[src/rtl/int_ctrl.sv]
// Non-nesting interrupt controller in front of CP0: edge-detects the request lines,
// holds them as pending, and runs the request/ack/ERET handshake with the pipeline.
//
// state   | meaning
// IDLE    | no request outstanding; waits for ie and a pending source
// REQ     | int_req high for the frozen int_id; waits for int_ack or ie drop
// SERVICE | handler running; only eret leaves this state
module int_ctrl #(
    parameter int               WIDTH      = 32,
    parameter int               N_IRQ      = 3,
    parameter logic [WIDTH-1:0] VEC_BASE   = 32'h0000_0800,
    parameter logic [WIDTH-1:0] VEC_STRIDE = 32'h0000_0010
) (
    input  logic             clk,
    input  logic             clr,
    input  logic [N_IRQ-1:0] irq_in,
    input  logic             ie,
    input  logic [WIDTH-1:0] pc_in,
    input  logic             int_ack,
    input  logic             eret,
    output logic             int_req,
    output logic [WIDTH-1:0] handler_addr,
    output logic [2:0]       int_id,
    output logic             epc_we,
    output logic [WIDTH-1:0] epc_out,
    output logic             ie_zero,
    output logic             ie_one,
    output logic [N_IRQ-1:0] pend,
    output logic             in_service
);

    typedef enum logic [1:0] {IDLE, REQ, SERVICE} state_t;

    state_t           state;
    logic [N_IRQ-1:0] irq_prev;
    logic [N_IRQ-1:0] edge_det;
    logic [N_IRQ-1:0] ack_mask;

    function automatic logic [2:0] prio(input logic [N_IRQ-1:0] p);
        prio = 3'd0;
        for (int i = N_IRQ - 1; i >= 0; i--) begin
            if (p[i]) prio = 3'(i);
        end
    endfunction

    always_comb begin
        edge_det = irq_in & ~irq_prev;
        ack_mask = '0;
        for (int i = 0; i < N_IRQ; i++) begin
            if (int_id == 3'(i)) ack_mask[i] = 1'b1;
        end
    end

    assign handler_addr = VEC_BASE + WIDTH'(int_id) * VEC_STRIDE;

    always_ff @(posedge clk) begin
        if (clr) begin
            state      <= IDLE;
            irq_prev   <= irq_in;
            pend       <= '0;
            int_id     <= 3'd0;
            epc_out    <= '0;
            epc_we     <= 1'b0;
            ie_zero    <= 1'b0;
            ie_one     <= 1'b0;
            int_req    <= 1'b0;
            in_service <= 1'b0;
        end else begin
            irq_prev <= irq_in;
            epc_we   <= 1'b0;
            ie_zero  <= 1'b0;
            ie_one   <= 1'b0;
            pend     <= pend | edge_det;
            case (state)
                IDLE: begin
                    if (ie && (|pend)) begin
                        state   <= REQ;
                        int_req <= 1'b1;
                        int_id  <= prio(pend);
                    end
                end
                REQ: begin
                    // ack outranks a simultaneous ie drop; a fresh edge on the acked bit survives
                    if (int_ack) begin
                        state      <= SERVICE;
                        int_req    <= 1'b0;
                        in_service <= 1'b1;
                        epc_out    <= pc_in;
                        epc_we     <= 1'b1;
                        ie_zero    <= 1'b1;
                        pend       <= (pend & ~ack_mask) | edge_det;
                    end else if (!ie) begin
                        state   <= IDLE;
                        int_req <= 1'b0;
                    end
                end
                SERVICE: begin
                    if (eret) begin
                        state      <= IDLE;
                        in_service <= 1'b0;
                        ie_one     <= 1'b1;
                    end
                end
                default: begin
                    state      <= IDLE;
                    int_req    <= 1'b0;
                    in_service <= 1'b0;
                end
            endcase
        end
    end

endmodule

[config.mk]
export PLATFORM = sky130hd
export DESIGN_NAME = int_ctrl
export DESIGN_NICKNAME = d
export VERILOG_FILES = /design/src/rtl/int_ctrl.sv
export SDC_FILE = /design/constraint.sdc
export NUM_CORES = 1
export LEC_CHECK = 0
export ABC_AREA = 0
export CAP_MARGIN = 20
export CORE_ASPECT_RATIO = 0.8
export CORE_UTILIZATION = 33
export DETAILED_ROUTE_END_ITERATION = 16
export GPL_ROUTABILITY_DRIVEN = 0
export PLACE_DENSITY_LB_ADDON = 0.08
export SYNTH_ARGS = -nofsm -noshare
export SYNTH_HDL_FRONTEND = slang
export SYNTH_SLANG_ARGS = --single-unit
export TNS_END_PERCENT = 10
[constraint.sdc]
create_clock -name clk -period 1.1 [get_ports clk]
set_clock_uncertainty 0.05 [all_clocks]
set_input_delay 0.22 -clock clk [delete_from_list [all_inputs] [get_ports clk]]
set_output_delay 0.22 -clock clk [all_outputs]
set_load 0.03 [all_outputs]
==> reports/qor.yml, run 1 <==
status:
  outcome: "finished with violations"
  violations: "negative setup slack"
critical_path:
  r2r_start: "state[1]"
  endpoint_kind: "flop"
  startpoint_type: "flop"
  path_delay_family: "flip-flops"
  crit_chain: "and3b_2 -> buf_6 -> clkbuf_16 -> nand2_1 -> a21oi_1"
  crit_required_ns: 1.28
  cp.arrival_ns: 1.38
  worstReg2RegEnd: "epc_out[22]"
  slowest_stage: "dfxtp_4"
  worst-path-buf-inv: 2
  critPathMaxFanout: 8
  rr_worst_depth: 5
  reg2reg_slack_ns: -0.1
  criticalPathCategory: "flop to flop"
  slowest_delay_ns: 0.37
pwr:
  p_int_mw: 2.68
  p_leak_nw: 1.22
  swShare_pct: 27.4
  p_per_area_mw_per_mm2: 1250
  p_switching_mw: 1.01
  p_clk_share_pct: 32.0
  seqPwrFrac_pct: 48.0
  peakVddDrop_mv: 0.549
  comb_power_share_pct: 20.1
  finalPower_mw: 3.69
global_route:
  use_met1_pct: 20.6
  busiest_layer: "met2"
  grt_remaining_overflow: 0
  grtUsageTotal_pct: 15.5
  met2_usage_pct: 23.7
  grt.met3_usage_pct: 5.75
  grt_max_degree: 28
  grt_pass1_vias: 1502
  grt_pass1_wl_um: 7210
  grt_antenna_before_repair: 0
final_layout:
  nNetsFinal: 353
  layout-drive-gt1-share_pct: 33.1
  fin_area_sq_mm: 0.00295
  syn_to_final_growth_pct: 59.0
  diodes: 0
  fill_cells: 551
  ff_latch_area_sq_um: 952
  multiInputGateArea_sq_um: 797
die:
  rows: 24
  start_util_pct: 34.2
  ioPinCount: 115
  core_sq_mm: 0.00544
  die_y_um: 69.1
  die_w_um: 85.9
  die_area_sq_mm: 0.00594
synthesis:
  synth_area_leaders: "dfxtp_1 (50%), buf_4 (15%), nand2_1 (13%)"
  synth_top_cell_by_area: "dfxtp_1"
  syn_area_sq_mm: 0.00186
  ys_ff_latch: 46
  synth_edf_count: 0
  netlist_instances: 224
  synth_flop_cell: "dfxtp_1"
  yosysUniqueCellTypes: 22
  synth_seq_area_share_pct: 49.6
  synthArstFlopShare_pct: 0
  yosysMostFrequentCell: "nand2_1"
  yosys-top-cells-count: "nand2_1 (65), dfxtp_1 (46), a21oi_1 (40)"
  syn_avg_cell_area_sq_um: 8.29
  yosysTopAreaCellShare_pct: 49.6
  ys_warn_count: 0
drt:
  first_iter_violations: 56
  postRouteAntennaNets: 0
  drtPass1Iterations: 4
  drcViolationCount: 0
  post_drt_wl_per_cell_um: 11.7
  viasPerCell: 4.19
  vias: 1641
  routed_wl_um: 4580
clock_tree:
  cts_tree: "built"
  path_clk_slew_ns: 0.08
  cts.sinks: 46
  cts.path.max_buffers: 2
  ctsHoldBuffers: 0
  cts_max_level: 2
  clock_latency_ns: 0.29
  cts-buffers-inserted: 5
  cts_root_buf: "clkbuf_8"
timing:
  slew_viol_final: 0
  rsz0062_at_grt: "true"
  hold_ws_ns: 0.352
  fmax_mhz: 834
  setup_viol: 37
  fin_crit_sh_pct: 109
  setup_slack_ns: -0.0994
  fin_crit_ns: 1.20
  hold_violations: 0
place:
  io_buffers: 83
  dpl_cell_area_sq_mm: 0.00258
  post-dp-hpwl_um: 2980
min_path:
  holdPathStages: 1
  min_from: "irq_in[1]"
  holdPathEnd: "irq_prev[1]"
  holdCritPathClass: "input port to flop"
run:
  cap_violations: 0
[power groups by stage]
stage | Combinational, mW | Clock [mW] | Sequential, mW
floorplan | 0.371 | 0 | 1.90
global placement | 0.667 | 0 | 1.80
detailed placement | 0.667 | 0 | 1.80
CTS | 0.713 | 1.21 | 1.76
global route | 0.789 | 1.30 | 1.78
finish | 0.741 | 1.18 | 1.77
[logic make-up after synthesis]
family	Yosys count	share of synthesized area [%]
buffers and inverters	48	17.4
AOI/OAI and AO/OA	48	13.5
DFF	46	49.6
and+or+nand+nor	80	19.1
other	2	0.404
[per-layer routing]
metal  share of wire, %  wire, um
met1                 48      2190
met5                  0         0
met2                 43      1980
met3                8.3       380
met4               0.61        28
[metrics by stage]
step	setup slack [ns]	std cells	TNS (ns)	utilization, %
finish	-0.0994	392	-1.54	54.4
global route	-0.152	392	-4.17	54.4
CTS	-0.0926	392	-2.90	51.8
detailed placement	-0.454	379	-16.03	47.5
global placement	-0.379	379	-14.92	47.5
floorplan	-0.00291	253	-0.00379	-
[what timing repair did]
item                                    CTS  global route
gates resized for setup                  25            44
cloned                                    1             1
pin swaps                                 1             1
endpoints found under the setup margin   47            67
setup buffers                             4             0
[final cells by class]
cell class              count  area share [%]
flip-flops and latches     46            32.2
inverters                   2           0.254
repair buffers             99            33.5
well taps                  78            3.30
clock buffers               8            3.73
multi-input cells         159            27.0
[cell usage in the layout (no fill, tap or decap), types with 2 or more instances in the layout]
master / count
a21oi_1: 31
a21oi_2: 9
buf_12: 2
buf_4: 28
buf_6: 29
clkbuf_8: 8
clkdlybuf4s50_1: 37
conb_1: 31
dfxtp_1: 31
dfxtp_2: 10
dfxtp_4: 5
dlygate4sd2_1: 2
inv_1: 2
nand2_1: 59
nand2_2: 6
nand2b_1: 5
nor2_1: 2
o21ai_0: 4
[how the worst max path moves through the flow]
stage,start,endpoint,slack (ns),cells past startpoint
CTS,state[1],epc_out[31],-0.09,4
detailed placement,ie,int_id[0],-0.45,4
global route,state[1],epc_out[22],-0.15,5
floorplan,state[1],int_id[0],-0.003,3
finish,state[1],epc_out[22],-0.1,5
global placement,ie,int_id[0],-0.38,4
[flip-flops by register name, summed over array words and instances (netlist names)]
register,count
int_id,2
ie_zero,1
epc_out,32
int_req,1
irq_prev,3
in_service,1
state,2
pend,3
ie_one,1
Power figures use the tool's default switching activity.
==> inputs of run 2 (changes only) <==
==> constraint.sdc (replaced) <==
create_clock -name clk -period 1 [get_ports clk]
set_clock_uncertainty 0.05 [all_clocks]
set_input_delay 0.2 -clock clk [delete_from_list [all_inputs] [get_ports clk]]
set_output_delay 0.2 -clock clk [all_outputs]
set_load 0.03 [all_outputs]
==> run 2 against run 1 <==
Effect of this change:
- the flow still finishes with violations (negative setup slack)
- die area unchanged
- first-iteration DRC count increased by 39%
- total power increased by 8.2%
- fmax increased by 5.9%
- sequential share of layout area decreased by 1.1 points
- critical path type unchanged
- largest cell class unchanged
- largest power group unchanged
==> reports/qor.yml, run 2 (synthesis gave the netlist of run 1 again) <==
place:
  dpl_cell_area_sq_mm: 0.00264
  post-dp-hpwl_um: 2950
  pre_cts_slack_ns: -0.471
  io_buffers: 83
pwr:
  p_leak_nw: 1.31
  peakVddDrop_mv: 0.725
  p_per_area_mw_per_mm2: 1260
  finalPower_mw: 3.99
final_layout:
  mostFrequentLayoutCells: "nand2_1 (63), buf_6 (47), dfxtp_2 (38)"
  largest_register_ffs: 32
  nNetsFinal: 361
  mostFrequentLayoutCell: "nand2_1"
  regMostFlops: "epc_out"
  multiInputGateArea_sq_um: 806
  syn_to_final_growth_pct: 70.2
  layout-drive-gt1-share_pct: 42.2
  diodes: 0
  final_util_pct: 58.2
  fin_area_sq_mm: 0.00316
  top_regs: "epc_out x32, irq_prev x3, pend x3"
  fill_cells: 512
  ff_latch_area_sq_um: 983
clock_tree:
  cts.sinks: 46
  clock_latency_ns: 0.28
  cts-buffers-inserted: 5
  path_clk_slew_ns: 0.09
  cts_tree: "built"
  cts_max_level: 2
  cts_root_buf: "clkbuf_8"
  cts.path.max_buffers: 2
global_route:
  met2_usage_pct: 23.8
  grt_pass1_vias: 1562
  grt_antenna_before_repair: 0
  grtUsageTotal_pct: 14.8
  grt_max_degree: 26
  grt.met3_usage_pct: 5.15
  grt_pass1_wl_um: 6940
  use_met1_pct: 19.1
  busiest_layer: "met2"
  grt_remaining_overflow: 0
status:
  violations: "negative setup slack"
  outcome: "finished with violations"
run:
  cap_violations: 0
drt:
  viasPerCell: 4.17
  drcViolationCount: 0
  routed_wl_um: 4310
  first_iter_violations: 78
  drtPass1Iterations: 4
  post_drt_wl_per_cell_um: 10.8
  vias: 1668
  postRouteAntennaNets: 0
critical_path:
  criticalPathCategory: "flop to flop"
  critPathLaunch: "state[1]"
  startpoint_type: "flop"
  slowest_delay_ns: 0.37
  slowest_stage: "dfxtp_4"
  critPathMaxFanout: 13
  r2r_start: "state[1]"
  rr_worst_depth: 5
  crit_required_ns: 1.14
  crit_chain: "nand3b_4 -> buf_6 -> buf_16 -> nand2_1 -> a21oi_2"
  cp.arrival_ns: 1.27
  endpoint_kind: "flop"
min_path:
  holdPathStages: 4
  holdCritPathClass: "input port to flop"
  min_from: "int_ack"
die:
  ioPinCount: 115
  die_area_sq_mm: 0.00594
  die_w_um: 85.9
  start_util_pct: 34.2
  rows: 24
  core_sq_mm: 0.00544
  die_y_um: 69.1
timing:
  fin_crit_ns: 1.13
  slew_viol_final: 0
  fmax_mhz: 883
  finalSetupTns_ns: -5.05
  setup_slack_ns: -0.133
  hold_violations: 0
  fin_crit_sh_pct: 113
  setup_viol: 73
  rsz0062_at_grt: "true"
run 2: changes by cell type in the layout (fill, tap and decap cells not counted), sizes merged:
cell / change
buf: +8
bufbuf: +1
clkbuf: -2
clkinv: +1
run 2: area by class of cell:
class                           instances  share of cell area [%]
Multi-Input combinational cell        159                    25.5
Tap cell                               78                    3.09
Clock buffer                            7                    2.73
Timing Repair Buffer                  107                    37.2
Inverter                                2                   0.237
Sequential cell                        46                    31.1
Clock inverter                          1                   0.158
run 2: through the flow:
stage	hold WS, ns	cells
final	0.316	400
after global placement	0.393	381
after global routing	0.316	400
after detailed placement	0.397	381
after floorplan	0.178	253
after CTS	0.308	400
run 2: per-layer routing:
layer	part of all wire, %	wire [um]
met1	47	2030
met2	46	1980
met3	6.5	281
met4	0.58	25
met5	0	0
run 2: power by group:
group	internal, mW	total, mW	leakage (nW)	switching (mW)
combinational	0.413	0.889	0.868	0.476
clock	0.559	1.15	0.0482	0.593
sequential	1.90	1.95	0.395	0.0482
run 2: worst paths after layout:
| check | slack, ns | endpoint |
|---|---|---|
| setup reg to reg | -0.13 | epc_out[15] |
| hold / removal | 0.32 | state[0] |
| setup / recovery | -0.13 | epc_out[15] |
| hold reg to reg | 0.41 | epc_out[28] |
run 2: what timing repair did:
item,in CTS,in global routing
hold buffers,0,0
pin swaps,4,5
endpoints found under the setup margin,86,86
setup buffers,9,0
resized for setup,94,16
gates cloned,2,0
run 2: worst max-delay path, delay by kind of cell, from the launching register on:
family,cells,cell delay (ns)
simple gates,2,0.27
buf+inv,2,0.29
flops,1,0.37
compound gates,1,0.06
